## src/rtl/seq_div_approx_rows_pkg.sv

```systemverilog
// div_approx_pkg: shared state encoding, subtractor cells and width helpers for the sequential row divider.
//   exact_cell / approx_cell return {borrow_out, diff} for one bit position.
package div_approx_pkg;

    typedef enum logic [1:0] {IDLE, BUSY, DONE} state_t;

    function automatic logic [1:0] exact_cell(input logic x, input logic y, input logic b);
        return {(~x & y) | (~(x ^ y) & b), x ^ y ^ b};
    endfunction

    // The borrow chain is cut: each approximate cell decides its borrow from x alone.
    function automatic logic [1:0] approx_cell(input logic x, input logic y);
        return {~x, x & ~y};
    endfunction

    function automatic int n_w(input int d_w);
        return 2 * d_w;
    endfunction

    function automatic int idx_w(input int d_w);
        return (d_w > 1) ? $clog2(d_w) : 1;
    endfunction

endpackage

```

## src/rtl/seq_div_approx_rows_row.sv

```systemverilog
// div_row: one combinational restoring-division row built from exact or approximate subtractor cells.
//   t       : {partial remainder, next dividend bit}, D_W+1 bits
//   d       : divisor
//   use_approx : select the approximate cell for every bit of this row
//   q_bit   : quotient bit produced by this row
//   r_next  : partial remainder after the conditional restore
module div_row
    import div_approx_pkg::*;
#(
    parameter int D_W = 8
) (
    input  logic [D_W:0]   t,
    input  logic [D_W-1:0] d,
    input  logic           use_approx,
    output logic           q_bit,
    output logic [D_W-1:0] r_next
);

    logic [D_W:0]   b;
    logic [D_W-1:0] diff;

    assign b[0] = 1'b0;

    for (genvar g = 0; g < D_W; g++) begin : g_cell
        logic [1:0] ce;
        logic [1:0] ca;
        assign ce = exact_cell(t[g], d[g], b[g]);
        assign ca = approx_cell(t[g], d[g]);
        assign {b[g+1], diff[g]} = use_approx ? ca : ce;
    end

    // A set top bit of t means the subtraction cannot underflow regardless of the chain.
    assign q_bit  = t[D_W] | ~b[D_W];
    assign r_next = q_bit ? diff : t[D_W-1:0];

endmodule

```

## src/rtl/seq_div_approx_rows.sv

```systemverilog
// seq_div_approx_rows: handshaked iterative divider, one restoring row per clock, optional approximate low rows.
//   clk, rst_n          : clock, synchronous active-low reset
//   in_valid/in_ready   : request handshake; in_n (2*D_W) / in_d (D_W) / in_approx sampled on accept
//   out_valid/out_ready : result handshake; out_q, out_r, out_ovf, out_dbz held while out_valid
module seq_div_approx_rows
    import div_approx_pkg::*;
#(
    parameter int D_W         = 8,
    parameter int APPROX_ROWS = 6
) (
    input  logic               clk,
    input  logic               rst_n,
    input  logic               in_valid,
    output logic               in_ready,
    input  logic [2*D_W-1:0]   in_n,
    input  logic [D_W-1:0]     in_d,
    input  logic               in_approx,
    output logic               out_valid,
    input  logic               out_ready,
    output logic [D_W-1:0]     out_q,
    output logic [D_W-1:0]     out_r,
    output logic               out_ovf,
    output logic               out_dbz
);

    localparam int N_W   = n_w(D_W);
    localparam int IDX_W = idx_w(D_W);
    localparam logic [IDX_W:0] AR = (IDX_W+1)'(APPROX_ROWS);

    state_t             state, state_nx;
    logic [D_W-1:0]     n_lo, d_q, r_q, q_sh, r_next;
    logic [IDX_W-1:0]   idx;
    logic               approx_q, fin, accept, row_approx, q_bit;

    always_comb begin
        in_ready   = (state == IDLE);
        out_valid  = (state == DONE);
        accept     = in_valid & in_ready;
        row_approx = approx_q & ({1'b0, idx} < AR);
        state_nx   = (state == IDLE && in_valid)  ? BUSY :
                     (state == BUSY && fin)       ? DONE :
                     (state == DONE && out_ready) ? IDLE : state;
    end

    div_row #(.D_W(D_W)) u_row (
        .t          ({r_q, n_lo[idx]}),
        .d          (d_q),
        .use_approx (row_approx),
        .q_bit      (q_bit),
        .r_next     (r_next)
    );

    // The high dividend half seeds the remainder, so only the low half is kept for row bits.
    // fin marks that row 0 is done; the following edge publishes the result and enters DONE.
    always_ff @(posedge clk) begin
        if (!rst_n) begin
            state   <= IDLE;
            fin     <= 1'b0;
            out_q   <= '0;
            out_r   <= '0;
            out_ovf <= 1'b0;
            out_dbz <= 1'b0;
        end else begin
            state <= state_nx;
            if (accept) begin
                n_lo     <= in_n[D_W-1:0];
                d_q      <= in_d;
                approx_q <= in_approx;
                r_q      <= in_n[N_W-1:D_W];
                idx      <= IDX_W'(D_W-1);
                fin      <= 1'b0;
                out_ovf  <= in_n[N_W-1:D_W] >= in_d;
                out_dbz  <= in_d == '0;
            end else if (state == BUSY && !fin) begin
                r_q  <= r_next;
                q_sh <= {q_sh[D_W-2:0], q_bit};
                fin  <= idx == '0;
                idx  <= idx - 1'b1;
            end else if (state == BUSY) begin
                out_q <= q_sh;
                out_r <= r_q;
            end
        end
    end

endmodule

```

## config.mk

```make
export PLATFORM = sky130hd
export DESIGN_NAME = seq_div_approx_rows
export DESIGN_NICKNAME = d
export VERILOG_FILES = /design/src/rtl/seq_div_approx_rows_pkg.sv /design/src/rtl/seq_div_approx_rows_row.sv /design/src/rtl/seq_div_approx_rows.sv
export SDC_FILE = /design/constraint.sdc
export NUM_CORES = 1
export LEC_CHECK = 0
export CAP_MARGIN = 20
export CELL_PAD_IN_SITES_DETAIL_PLACEMENT = 1
export CELL_PAD_IN_SITES_GLOBAL_PLACEMENT = 2
export CORE_UTILIZATION = 35
export CTS_BUF_LIST = sky130_fd_sc_hd__clkbuf_8
export CTS_CLUSTER_DIAMETER = 150
export DETAILED_ROUTE_END_ITERATION = 6
export GPL_TIMING_DRIVEN = 1
export MAX_ROUTING_LAYER = met4
export PLACE_DENSITY_LB_ADDON = 0.08
export SETUP_SLACK_MARGIN = 0.3
export SYNTH_ARGS = -nofsm -noshare
export SYNTH_HDL_FRONTEND = slang
export SYNTH_SLANG_ARGS = --single-unit
```

## constraint.sdc

```tcl
create_clock -name clk -period 6.4 [get_ports clk]
set_input_delay 0.96 -clock clk [delete_from_list [all_inputs] [get_ports clk]]
set_output_delay 0.96 -clock clk [all_outputs]
set_load 0.01 [all_outputs]
```

==> key figures <==
Outcome
  – Status: complete, no violations

Yosys
  – Largest family of logic cells by synthesized area: compound AO/OA/AOI/OAI gates
  – Count leader, synth: nand2_1
  – Synth top area cells: edfxtp_1 37%, dfxtp_1 14%, ha_1 8.1%
  – Ys flop type: edfxtp_1
  – Number of flops mapped to enable cells by yosys: 36
  – Adder-Cell Fraction of Synth Area: 0.1293
  – Syn Area/Cell: 10.78 um^2
  – Area leader, netlist: edfxtp_1
  – Post-synthesis compound-gate area fraction: 0.1379
  – Post-synth top area share: 0.3700
  – Yosys warns: 0
  – Ys async rst share: 0
  – Post-synthesis cell count: 271
  – Yosys cell types: 38
  – Mapped cell area: 0.002922 mm^2
  – Post-synthesis simple-gate area fraction: 0.1268
  – #FFs+latches synth: 57
  – Post-synthesis sequential area ratio: 0.5139
  – Post-Synth XOR/XNOR Area: 0.002998
  – Mux contribution to synthesized area: 0.03084
  – Post-synth top cells: 51 x nand2_1, 36 x edfxtp_1, 26 x inv_1, 21 x dfxtp_1, 20 x nor2_1
  – Post-Syn Nets: 326

Layout
  – Fraction of layout cells with a size suffix above 1: 0.1303
  – Nets: 380
  – Post-route cell area: 0.003826 mm^2
  – Antenna diode count: 0
  – P&R area growth vs syn: 30.96%

Timing
  – Setup tns final: 0 ns
  – Final hold violations: 0
  – Clock period minus worst slack: 5.795 ns
  – Tcrit/Tclk final: 0.9054
  – Max Freq: 172.6 MHz
  – Final setup vio count: 0
  – RSZ-0062 raised after global routing: false
  – Fin. max-slew vios: 0
  – Clock skew: 0.01117 ns
  – Final worst slack: 0.6054 ns
  – Slew HR: 0.4515
  – Worst-Margin Slew: 0.8227 ns

Power and ir drop
  – Power per cell area: 241.0 mW/mm^2
  – Seq pwr share: 0.467
  – Clock share of power: 0.350
  – Switch share: 0.2628
  – Logic pwr share: 0.183
  – Psw: 0.0002423 W
  – Cell Int Power: 0.0006798 W
  – Leakage: 1.431 nW
  – VDD IR max: 0.09583 mV

GRT
  – Total GRT Usage: 0.1658
  – Antenna violations before repair: 0
  – Vias in the first global route: 2167
  – Wire length of the first global-routing pass: 10.53 mm
  – Largest net degree at the start of global routing: 24
  – GRT overflow: 0

Clock tree
  – Clk_lat worst skew: 0.33 ns
  – Maximum root-to-sink buffer count: 2
  – CTS buffer count: 9
  – Clock sinks: 57
  – Root buf cell: clkbuf_8
  – CTS hold repair buffers: 0
  – CTS H-tree depth: 3
  – CTS tree: done
  – Clock transition at path regs: 0.06 ns

Die
  – Die area: 0.008717 mm^2
  – Row cnt: 32
  – Initial core utilization: 0.3704
  – Die Height: 93.37 um
  – Core ar.: 0.007888 mm^2
  – IO Pins: 49
  – Die X: 93.37 um

Setup path
  – Worst setup SP type: flop
  – Crit Path Class: flop to flop
  – Crit path max-delay cell type: edfxtp_1
  – CP Buf/Inv Count: 0
  – Critical path depth: 28
  – Max stage delay on crit path: 0.46 ns
  – Crit path max fanout: 7
  – WP data arrival: 5.86 ns
  – Worst EP required: 6.46 ns
  – CP delay by family, top: adder cells
  – CP endpoint kind: flop
  – R2R cell count: 28
  – CP most frequent cell: nand2_1

Drt
  – Highest metal used: met4
  – DRT Wirelength: 6.479 mm
  – Wire per inst: 15.00 um
  – # DRC: 0
  – Drt pass-1 iters: 4
  – Initial DRC Count: 80
  – Routed Antenna Nets: 0
  – Vias/cell: 4.880
  – Wire length on met2: 3.004 mm
  – M1 WL: 3.199 mm
  – Vias: 2108
  – Met3 WL: 209 um

Place
  – Placed inst area: 0.003491 mm^2
  – Final Wtd Congestion: 0.7402
  – Dpl ws: 0.1728 ns
  – Port Buffers: 48
  – Detailed placement HPWL: 4.556 mm

Min path
  – Hold depth: 0
  – Worst hold path class: flop to flop

Run
  – Total of max-cap violations: 0
final timing paths:
kind / from / to / slack [ns]
min: q_sh[6]$_DFFE_PP_ / q_sh[7]$_DFFE_PP_ / 0.46
min reg2reg: q_sh[6]$_DFFE_PP_ / q_sh[7]$_DFFE_PP_ / 0.46
max: idx[1]$_SDFFCE_PP1P_ / r_q[0]$_DFFE_PP_ / 0.61
max reg2reg: idx[1]$_SDFFCE_PP1P_ / r_q[0]$_DFFE_PP_ / 0.61
worst register-to-register path: cells and delay by family, from the launching register on:
kind	cells	cell delay [ns]
fa+ha+maj	8	2.63
compound gates	9	1.02
mux	3	0.84
simple gates	8	0.61
flops	1	0.46
state kept, by name, indices dropped and copies added, names as in the netlist:
register,flops
out_r,8
out_q,8
idx,3
d_q,8
state,2
n_lo,8
out_ovf,1
out_dbz,1
fin,1
approx_q,1
q_sh,8
r_q,8
placed cells by master, fill, tap and decap left out, types with 2 or more instances in the layout:
master / n
mux4_2: 2
clkdlybuf4s50_1: 48
clkbuf_8: 10
buf_4: 7
fa_1: 2
clkinv_2: 2
fa_2: 5
nor2b_1: 2
a2111oi_4: 6
o21ai_1: 6
dfxtp_1: 21
inv_1: 29
edfxtp_1: 36
nand2b_1: 2
nand2_1: 51
ha_1: 19
a311oi_1: 5
o21ai_0: 5
or2_2: 2
nor4_1: 2
nor3_1: 3
a21boi_0: 18
nor2_1: 20
a21oi_1: 6
cells by family after synthesis:
group	count (synthesis)
XOR/XNOR	1
flip-flops	57
multiplexers	4
AND/OR/NAND/NOR	88
adder cells (fa/ha/maj)	26
buffers and inverters	41
AO/OA/AOI/OAI	54
power by group through the flow:
stage	Combinational, W	Sequential (W)	Clock [W]
after floorplan	0.0000944	0.000432	0
after global placement	0.000135	0.000437	0
after detailed placement	0.000140	0.000438	0
after CTS	0.000159	0.000430	0.000335
after global routing	0.000190	0.000433	0.000350
final	0.000169	0.000430	0.000323
metrics by stage:
stage	total power (W)	std cells	hold slack, ns	utilization
6_report	0.0009221	432	0.4568	0.4851
5_1_grt	0.0009731	432	0.4692	0.4851
4_1_cts	0.0009236	430	0.4591	0.4764
3_5_place_dp	0.0005780	411	0.4492	0.4426
3_3_place_gp	0.0005726	411	0.4351	0.4426
2_1_floorplan	0.0005260	271	0.4262	-
repair_timing:
action / in CTS / in global routing
resized for setup: 13 / 13
pin swaps: 0 / 1
gates cloned: 1 / 0
buffers inserted: 2 / 1
endpoints found under the setup margin: 6 / 7
routing by layer:
metal,up-vias,GRT usage
met5,-,-
met1,1021,0.2145
met4,0,0.07692
li1,1041,-
met2,42,0.2506
met3,4,0.03333
area by class of cell:
cell class              count  area (um^2)
multi-input cells         174         1363
clock inverters             6        51.30
repair buffers             56        544.3
inverters                  27        101.3
flip-flops and latches     57         1501
well taps                 102        127.6
fillers                   865         4061
clock buffers              10        137.6
(Power assumes the default switching activity.)
==> RTL change, RTL diff (same flow settings) <==
`D_W` is set to 8 in 2 places; all go to 7.
--- a/src/rtl/seq_div_approx_rows_row.sv
+++ b/src/rtl/seq_div_approx_rows_row.sv
@@ -7,7 +7,7 @@
 module div_row
     import div_approx_pkg::*;
 #(
-    parameter int D_W = 8
+    parameter int D_W = 7
 ) (
     input  logic [D_W:0]   t,
     input  logic [D_W-1:0] d,
--- a/src/rtl/seq_div_approx_rows.sv
+++ b/src/rtl/seq_div_approx_rows.sv
@@ -5,7 +5,7 @@
 module seq_div_approx_rows
     import div_approx_pkg::*;
 #(
-    parameter int D_W         = 8,
+    parameter int D_W         = 7,
     parameter int APPROX_ROWS = 6
 ) (
     input  logic               clk,
Ports: changed (resized in_d, in_n, out_q and out_r); port bits go from 49 to 44. No check against the original RTL was run, so the function may have changed too.
==> RTL change against the original RTL <==
- first-iteration DRC count is 15% lower
- synthesized area is 9.3% lower
- via count is 13% lower
- synthesized cell count is 10% lower
- sequential cell count is 6 lower
- routed wire length is 16% lower
- setup slack better by 0.17 ns
- worst hold slack better by 0.013 ns
- total power is 25% lower
- die area is 9.1% lower
- cell area is 16% lower
- critical path type unchanged
- critical endpoint is now r_q[1]
- largest cell class unchanged
==> RTL change: results <==
[worst_setup_path]
reg2regPathDepth = 26
cp.arrival_ns = 5.67
slowest_delay_ns = 0.48
r2r_end = r_q[1]
timing.rr.start = idx[0]
cp_max_fo = 12
reg2reg_slack_ns = 0.78

[logic_synthesis]
syn_nets = 293
yosys.area_share.adder_pct = 12.6
synth.area.top_cells = edfxtp_1 36%, dfxtp_1 14%, ha_1 8.0%
ys_seq_area_share_pct = 50.6
netlist_instances = 244
syn_area_sq_um = 2650
synth_commonest_cells = 42 x nand2_1, 32 x edfxtp_1, 24 x inv_1, 19 x dfxtp_1, 19 x nor2_1
synthDistinctLibCells = 43
synth_xor_area_share_pct = 0.330

[detailed_routing]
first_pass_iters = 4
drt_iter0_drc = 68
wl_mm = 5.42
wire_per_inst_um = 14.2

[placement]
place_hpwl_mm = 3.99
gp_congestion = 0.738
dp_worst_setup_slack_ns = 0.802
dp_cells = 373
dpl_cell_area_sq_um = 3140
io_buffers = 43

[clock_tree]
htreeDepth = 2
cts_resized = 0
worstSkewPairLatency_ns = 0.31
clk_pin_slew_ns = 0.09
numCtsBuffers = 5
cts_setup_buffers = 0

[power_and_ir_drop]
max-vdd-ir-drop_mv = 0.102
p_int_uw = 506
p_leak_nw = 1.20

[final_layout]
fill_cells = 843
area.growth.synth_to_final_pct = 21.8
multi_input_area_share_pct = 35.5
num-nonclk-buffers = 45
register_area_sq_um = 1340
fin_nets = 331
inv_count = 24
num-multi-input-gates = 155
flops_and_latches = 51
buf_share_pct = 13.8

[run_status]
status = completed

[grt]
grt_max_degree = 22
grt_pass1_vias = 1817

[sta]
worstMarginPinSlew_ns = 0.992
fin_skew_ns = 0.00690
period_minus_slack_ns = 5.62

[worst_hold_path]
min_to = q_sh[2]
hp-start = q_sh[1]
RTL change: cell types whose count changed in the layout (fill, tap and decap cells not counted), sizes merged, moves of 4 or more:
cell           unedited run  this run
edfxtp                   36        32
nand2                    51        42
clkbuf                   10         6
clkdlybuf4s50            48        43
buf                       8         1
inv                      30        24
RTL change: routing by layer:
layer	part of all wire (%)	global-route usage, %	vias to the layer above	wire [um]
met1	49	21.2	868	2670
met2	46	24.1	40	2490
met5	0	-	-	0
li1	-	-	911	-
met4	1.3	5.19	0	70
met3	3.6	3.42	9	194
RTL change: power groups by stage:
| stage | logic, mW | clock network (mW) | registers (mW) |
|---|---|---|---|
| 2_1_floorplan | 0.0917 | 0 | 0.387 |
| 3_3_place_gp | 0.125 | 0 | 0.394 |
| 3_5_place_dp | 0.127 | 0 | 0.394 |
| 4_1_cts | 0.128 | 0.191 | 0.387 |
| 5_1_grt | 0.144 | 0.200 | 0.389 |
| 6_report | 0.126 | 0.183 | 0.386 |
